[config.mk]
export PLATFORM = sky130hd
export DESIGN_NAME = bcd_entry_flat
export DESIGN_NICKNAME = d
export VERILOG_FILES = /design/src/rtl/calc_pkg.sv /design/src/rtl/bcd_entry_if.sv /design/src/rtl/bcd_entry_debouncer.sv /design/src/rtl/bcd_entry.sv /design/src/flat_wrapper.sv
export SDC_FILE = /design/constraint.sdc
export NUM_CORES = 1
export LEC_CHECK = 0
export ABC_AREA = 0
export CORE_MARGIN = 2
export CORE_UTILIZATION = 59
export CTS_CLUSTER_SIZE = 40
export DETAILED_ROUTE_END_ITERATION = 8
export PLACE_DENSITY = 0.79
export RECOVER_POWER = 50
export SETUP_SLACK_MARGIN = 0.5
export SLEW_MARGIN = 0
export SYNTH_ARGS = -nofsm -noshare
export SYNTH_HDL_FRONTEND = slang
export SYNTH_SLANG_ARGS = --single-unit
[constraint.sdc]
create_clock -name clk -period 3.1 [get_ports clk]
set_input_delay 0.31 -clock clk [delete_from_list [all_inputs] [get_ports clk]]
set_output_delay 0.31 -clock clk [all_outputs]
set_load 0.05 [all_outputs]
[src/rtl/calc_pkg.sv]
// Shared types and limits for the BCD operand-entry block.
package calc_pkg;

  typedef enum logic [2:0] {
    S_EMPTY = 3'd0,
    S_ENTRY = 3'd1,
    S_CHECK = 3'd2,
    S_DONE  = 3'd3,
    S_ERR   = 3'd4
  } state_t;

  localparam int         DEB_CYCLES_DEF = 250000;
  localparam logic [9:0] MAG_MAX_POS    = 10'd255;
  localparam logic [9:0] MAG_MAX_NEG    = 10'd256;

  function automatic logic bcd_ok(input logic [3:0] dig);
    return (dig <= 4'd9);
  endfunction

  // The magnitude has already been range-checked, so 9 bits always suffice.
  function automatic logic [8:0] apply_sign(input logic [9:0] mag, input logic neg);
    logic [8:0] mag9_s;
    mag9_s = mag[8:0];
    return neg ? (9'd0 - mag9_s) : mag9_s;
  endfunction

endpackage

[src/rtl/bcd_entry_if.sv]
// Switch/button inputs and operand outputs of the BCD entry block.
interface bcd_entry_if;
  import calc_pkg::*;

  logic [3:0] sw_dig;
  logic       sw_sign;
  logic       btn_enter;
  logic       btn_clear;
  logic [8:0] resultado;
  logic       valid;
  logic [1:0] ndig;
  logic       err;
  logic       busy;

  modport master (
    output sw_dig, sw_sign, btn_enter, btn_clear,
    input  resultado, valid, ndig, err, busy
  );

  modport slave (
    input  sw_dig, sw_sign, btn_enter, btn_clear,
    output resultado, valid, ndig, err, busy
  );

endinterface

[src/rtl/bcd_entry_debouncer.sv]
// Two-flop synchronizer, stable-time debouncer and rising-edge event pulse.
module debouncer
  import calc_pkg::*;
#(
  parameter int DEB_CYCLES = DEB_CYCLES_DEF
) (
  input  logic clk,
  input  logic rst,
  input  logic btn,
  output logic pulse
);

  localparam int CNT_W = (DEB_CYCLES < 2) ? 1 : $clog2(DEB_CYCLES + 1);
  localparam logic [CNT_W-1:0] CNT_LAST = CNT_W'(DEB_CYCLES - 1);

  logic [1:0]       sync_r;
  logic             level_r;
  logic [CNT_W-1:0] cnt_r;
  logic             pulse_r;

  // Level follows the synchronized input only after DEB_CYCLES unbroken cycles of disagreement.
  always_ff @(posedge clk or posedge rst) begin
    if (rst) begin
      sync_r  <= 2'b00;
      level_r <= 1'b0;
      cnt_r   <= '0;
      pulse_r <= 1'b0;
    end else begin
      sync_r  <= {sync_r[0], btn};
      pulse_r <= 1'b0;
      if (sync_r[1] == level_r) begin
        cnt_r <= '0;
      end else if (cnt_r == CNT_LAST) begin
        level_r <= sync_r[1];
        cnt_r   <= '0;
        pulse_r <= sync_r[1];
      end else begin
        cnt_r <= cnt_r + CNT_W'(1);
      end
    end
  end

  assign pulse = pulse_r;

endmodule

[src/rtl/bcd_entry.sv]
// Three-digit signed BCD operand entry: debounced buttons feed a five-state FSM
// that accumulates digits, range-checks the magnitude and emits a signed result.
module bcd_entry
  import calc_pkg::*;
#(
  parameter int DEB_CYCLES = DEB_CYCLES_DEF
) (
  input logic         clk,
  input logic         rst,
  bcd_entry_if.slave  bus
);

  logic       ent_ev_s;
  logic       clr_ev_s;
  state_t     state_r;
  logic [9:0] acc_r;
  logic       sign_r;
  logic [1:0] ndig_r;
  logic [8:0] resultado_r;
  logic       valid_r;
  logic       err_r;
  logic       busy_r;
  logic [9:0] acc_next_s;

  debouncer #(.DEB_CYCLES(DEB_CYCLES)) u_deb_enter (
    .clk(clk), .rst(rst), .btn(bus.btn_enter), .pulse(ent_ev_s)
  );

  debouncer #(.DEB_CYCLES(DEB_CYCLES)) u_deb_clear (
    .clk(clk), .rst(rst), .btn(bus.btn_clear), .pulse(clr_ev_s)
  );

  assign acc_next_s = (acc_r * 10'd10) + {6'd0, bus.sw_dig};

  // Entry FSM; clear has priority over every other event, and resultado only moves with valid.
  always_ff @(posedge clk or posedge rst) begin
    if (rst) begin
      state_r     <= S_EMPTY;
      acc_r       <= 10'd0;
      sign_r      <= 1'b0;
      ndig_r      <= 2'd0;
      resultado_r <= 9'd0;
      valid_r     <= 1'b0;
      err_r       <= 1'b0;
      busy_r      <= 1'b0;
    end else begin
      valid_r <= 1'b0;
      if (clr_ev_s) begin
        state_r <= S_EMPTY;
        acc_r   <= 10'd0;
        sign_r  <= 1'b0;
        ndig_r  <= 2'd0;
        err_r   <= 1'b0;
        busy_r  <= 1'b0;
      end else begin
        case (state_r)
          S_EMPTY, S_ENTRY, S_DONE: begin
            if (ent_ev_s) begin
              if (!bcd_ok(bus.sw_dig)) begin
                state_r <= S_ERR;
                err_r   <= 1'b1;
              end else if (state_r == S_DONE) begin
                acc_r   <= {6'd0, bus.sw_dig};
                ndig_r  <= 2'd1;
                state_r <= S_ENTRY;
              end else begin
                acc_r  <= acc_next_s;
                ndig_r <= ndig_r + 2'd1;
                if (ndig_r == 2'd2) begin
                  sign_r  <= bus.sw_sign;
                  state_r <= S_CHECK;
                  busy_r  <= 1'b1;
                end else begin
                  state_r <= S_ENTRY;
                end
              end
            end
          end
          S_CHECK: begin
            busy_r <= 1'b0;
            if (sign_r ? (acc_r > MAG_MAX_NEG) : (acc_r > MAG_MAX_POS)) begin
              state_r <= S_ERR;
              err_r   <= 1'b1;
            end else begin
              resultado_r <= apply_sign(acc_r, sign_r);
              valid_r     <= 1'b1;
              state_r     <= S_DONE;
            end
          end
          S_ERR: begin
            err_r <= 1'b1;
          end
          default: begin
            state_r <= S_EMPTY;
            acc_r   <= 10'd0;
            ndig_r  <= 2'd0;
            err_r   <= 1'b0;
            busy_r  <= 1'b0;
          end
        endcase
      end
    end
  end

  assign bus.resultado = resultado_r;
  assign bus.valid     = valid_r;
  assign bus.ndig      = ndig_r;
  assign bus.err       = err_r;
  assign bus.busy      = busy_r;

endmodule

[src/flat_wrapper.sv]
// flat-port wrapper written by rule: the top's interface ports become plain ports
module bcd_entry_flat import calc_pkg::*;
#(
  parameter int DEB_CYCLES = DEB_CYCLES_DEF
)
  (clk, rst, bus_sw_dig, bus_sw_sign, bus_btn_enter, bus_btn_clear, bus_resultado, bus_valid, bus_ndig, bus_err, bus_busy);
  bcd_entry_if bus_i ();
  input logic clk;
  input logic rst;
  input wire logic [$bits(bus_i.sw_dig)-1:0] bus_sw_dig;
  input wire logic [$bits(bus_i.sw_sign)-1:0] bus_sw_sign;
  input wire logic [$bits(bus_i.btn_enter)-1:0] bus_btn_enter;
  input wire logic [$bits(bus_i.btn_clear)-1:0] bus_btn_clear;
  output wire logic [$bits(bus_i.resultado)-1:0] bus_resultado;
  output wire logic [$bits(bus_i.valid)-1:0] bus_valid;
  output wire logic [$bits(bus_i.ndig)-1:0] bus_ndig;
  output wire logic [$bits(bus_i.err)-1:0] bus_err;
  output wire logic [$bits(bus_i.busy)-1:0] bus_busy;
  assign bus_i.sw_dig = bus_sw_dig;
  assign bus_i.sw_sign = bus_sw_sign;
  assign bus_i.btn_enter = bus_btn_enter;
  assign bus_i.btn_clear = bus_btn_clear;
  assign bus_resultado = bus_i.resultado;
  assign bus_valid = bus_i.valid;
  assign bus_ndig = bus_i.ndig;
  assign bus_err = bus_i.err;
  assign bus_busy = bus_i.busy;
  bcd_entry #(.DEB_CYCLES(DEB_CYCLES)) u_core (.clk(clk), .rst(rst), .bus(bus_i));
endmodule
==> impl_metrics.py <==
metrics = {
    "floorplanning": {
        "initial_core_util_pct": 60.7,
        "core-area_um2": 6310,
        "ios": 23,
        "fp.dieH_um": 84.6,
        "die_area_um2": 7160,
        "row_count": 29,
        "die_w_um": 84.6,
    },
    "worst_setup_path": {
        "cp.required_ns": 3.38,
        "setup.worst_path.start": "u_core.acc_r[2]$_DFFE_PP0P_",
        "cp_top_family": "adder cells",
        "cp_max_fo": 7,
        "crit_path_end_kind": "flip-flop",
        "path_buf_inv": 0,
        "path_class": "reg2reg",
        "worst_setup_path_start_kind": "flip-flop",
        "arrival_ns": 2.75,
        "path_common_cell": "ha_1",
        "path_cells": "ha_1, ha_1, fa_2, xnor2_1, nand4b_1, nor4b_2, xnor3_1, o21ai_1",
        "reg2reg_from": "u_core.acc_r[2]$_DFFE_PP0P_",
        "slowest_stage": "dfrtp_1",
        "max_stage_delay_ns": 0.48,
    },
    "clock_tree": {
        "cts-root-buf": "clkbuf_8",
        "cts_buffers": 9,
        "cts_tree": "done",
        "htreeDepth": 3,
        "clk-insertion-delay-late_ns": 0.35,
        "cts_buffer_depth": 2,
        "clkSinkCount": 72,
        "clk_pin_slew_ns": 0.08,
    },
    "placed_design": {
        "dp_hpwl_um": 5380,
        "io_buffers": 22,
        "dpl.cell_count": 467,
        "gp_congestion": 0.888,
    },
    "cells_and_area": {
        "area_delta_synth_final_pct": 13.7,
        "fillCellCount": 486,
        "fin_cells": 485,
        "layout-drive-gt1-share_pct": 10.5,
        "n_antenna_cell": 0,
        "nNetsFinal": 433,
    },
    "timing": {
        "final-setup-viol-count": 0,
        "tightest_slew_ns": 1.24,
        "slew_viol_final": 0,
        "period_share_pct": 79.9,
        "finalSetupTns_ns": 0,
        "period_needed_ns": 2.48,
        "hold_viol_final": 0,
        "fmax_ghz": 0.404,
        "finClkSkew_ns": 0.00822,
        "slew_headroom_pct": 17.2,
        "grt_setup_unrepaired": "no",
    },
    "global_routing": {
        "grt_start_max_net_pins": 41,
        "grt_overflow_total": 0,
        "antenna_found_initial": 0,
        "grt_pass1_vias": 2763,
        "grtUsageTotal_pct": 23.6,
        "grt_pass1_wl_um": 13400,
    },
    "synth": {
        "synth_area_um2": 3830,
        "ys_top_cells_by_area": "dfrtp_1 47%, xor2_1 7.1%, ha_1 5.9%",
        "synth_fp_nets": 403,
        "yosysTopAreaCell": "dfrtp_1",
        "synthArstFlopShare_pct": 100,
        "yosys_warnings": 0,
        "dominantRegCellSynth": "dfrtp_1",
        "ys_ff_latch": 72,
        "postSynthAreaPerCell_um2": 10.3,
        "netlist_instances": 374,
        "synth_top_area_share_pct": 47.0,
        "synth_edf_count": 0,
        "ys_types": 51,
        "synth_seq_area_share_pct": 47.0,
    },
    "hold_path": {
        "min_path_type": "reg2reg",
        "min-delay-start": "u_core.u_deb_enter.sync_r[0]$_DFF_PP0_",
    },
    "flow_run": {
        "maxCapViolations": 0,
    },
    "power": {
        "leakagePower_nw": 2.01,
        "power_density_nw_per_um2": 404,
        "p_total_mw": 1.76,
        "ir_worst_vdd_uv": 351,
    },
    "detailed_routing": {
        "drt-pass1-iter-count": 4,
        "detail-route-antenna-nets": 0,
        "drt_iter0_drc": 221,
        "drt-vias-per-instance": 5.76,
        "drcViolationCount": 0,
        "drt-total-wl_um": 7700,
        "wl_per_cell_um": 15.9,
        "via_count": 2795,
    },
    "outcome": {
        "status": "finished clean",
    },
}
[state kept, by name, indices dropped and copies added, names as in the netlist]
signal	flops
u_core.bus.err	1
u_core.acc_r	10
u_core.u_deb_clear.cnt_r	18
u_core.u_deb_clear.sync_r	2
u_core.sign_r	1
u_core.u_deb_enter.sync_r	2
u_core.u_deb_clear.level_r	1
u_core.bus.busy	1
u_core.bus.ndig	2
u_core.bus.resultado	9
u_core.u_deb_enter.level_r	1
u_core.bus.valid	1
u_core.u_deb_clear.pulse	1
u_core.u_deb_enter.pulse	1
u_core.state_r	3
u_core.u_deb_enter.cnt_r	18
[report_power, final]
group          total (mW)  switching, mW  internal, mW  leakage, nW
sequential          0.958        0.00925         0.948        0.978
clock               0.744          0.355         0.389        0.102
combinational      0.0589         0.0391        0.0198        0.927
[metal layers]
metal / track usage, % / part of all wire [%]
met5: 0 / 0
met4: 7.79 / 1.6
met3: 4.72 / 3.8
met2: 36.9 / 48
met1: 33.4 / 46
[worst register-to-register path, stage by stage (launching register included)]
cell      delay [ns]
dfrtp_1         0.48
ha_1            0.24
ha_1            0.22
fa_2            0.37
xnor2_1         0.16
nand4b_1        0.25
nor4b_2         0.32
xnor3_1         0.25
o21ai_1         0.11
[cell type report]
type                       instances  area, um^2  share of cell area [%]
inverter                           9        33.8                   0.775
sequential                        72        1800                    41.4
multi-input combinational        283        1960                    45.0
clock buffer                      10         138                    3.16
clock inverter                     5        57.6                    1.32
timing repair buffer              29         270                    6.20
tap                               77        96.3                    2.21
[kinds of logic after synthesis]
group / after synthesis / synth area share (%)
and+or+nand+nor: 152 / 20.2
DFF: 72 / 47.0
AOI/OAI and AO/OA: 53 / 9.66
xor gates and xnor gates: 49 / 11.5
adders and majority gates: 20 / 6.92
buffers and inverters: 19 / 2.22
muxes: 9 / 2.51
[worst paths after layout]
| path | endpoint | slack, ns | cells past startpoint |
|---|---|---|---|
| hold reg to reg | u_core.u_deb_enter.sync_r[1]$_DFF_PP0_ | 0.35 | 0 |
| hold / removal | u_core.u_deb_enter.sync_r[1]$_DFF_PP0_ | 0.35 | 0 |
| min in group asynchronous | u_core.u_deb_enter.sync_r[1]$_DFF_PP0_ | 0.73 | 2 |
| setup / recovery | u_core.acc_r[9]$_DFFE_PP0P_ | 0.62 | 8 |
| max in group asynchronous | u_core.acc_r[3]$_DFFE_PP0P_ | 0.70 | 3 |
| setup reg to reg | u_core.acc_r[9]$_DFFE_PP0P_ | 0.62 | 8 |
[placed cells by master (no fill, tap or decap), types with 3 or more instances in the layout]
cell	instances
dfrtp_1	71
o21a_1	3
ha_1	18
nand2_1	34
mux2_2	5
nor4_1	3
nand3_1	11
clkbuf_8	10
and4_1	8
nand4_1	10
xnor2_1	17
nor2_1	54
clkdlybuf4s50_1	18
a21oi_1	11
and3_1	12
xor2_1	31
buf_4	6
inv_1	9
a21oi_2	3
o31ai_1	6
dlygate4sd3_1	4
o21ai_0	13
mux2i_1	4
nor3_1	4
[metrics by stage]
stage               utilization [%]  cell area, um^2  hold WS [ns]  setup WS [ns]
floorplan                         -             3840         0.331          0.520
global placement               65.7             4150         0.338          0.468
detailed placement             65.7             4150         0.336          0.412
CTS                            68.8             4340         0.354          0.517
global route                   69.0             4360         0.361          0.285
finish                         69.0             4360         0.351          0.622
[repair_timing]
item | 4_1_cts | 5_1_grt
pin swaps | 2 | 3
setup buffers | 0 | 3
hold buffers | 0 | 0
resized for setup | 1 | 2
endpoints found under the setup margin | 1 | 6
[synth_stat cells (2+ instances only)]
library cell,n
dfrtp_1,72
nor2_1,54
nand2_1,34
xor2_1,31
ha_1,18
xnor2_1,17
o21ai_0,13
and3_1,12
a21oi_1,11
nand3_1,11
nand4_1,10
inv_1,9
and4_1,8
clkbuf_1,6
o31ai_1,6
mux2_2,5
mux2i_1,4
nor3_1,4
a211oi_1,3
a21oi_2,3
nor4_1,3
o21a_1,3
a21o_1,2
a22o_1,2
buf_2,2
fa_1,2
nand2b_1,2
nor2b_1,2
nor3b_1,2
o21bai_1,2
Note: power is estimated with default switching activity, not from simulation.
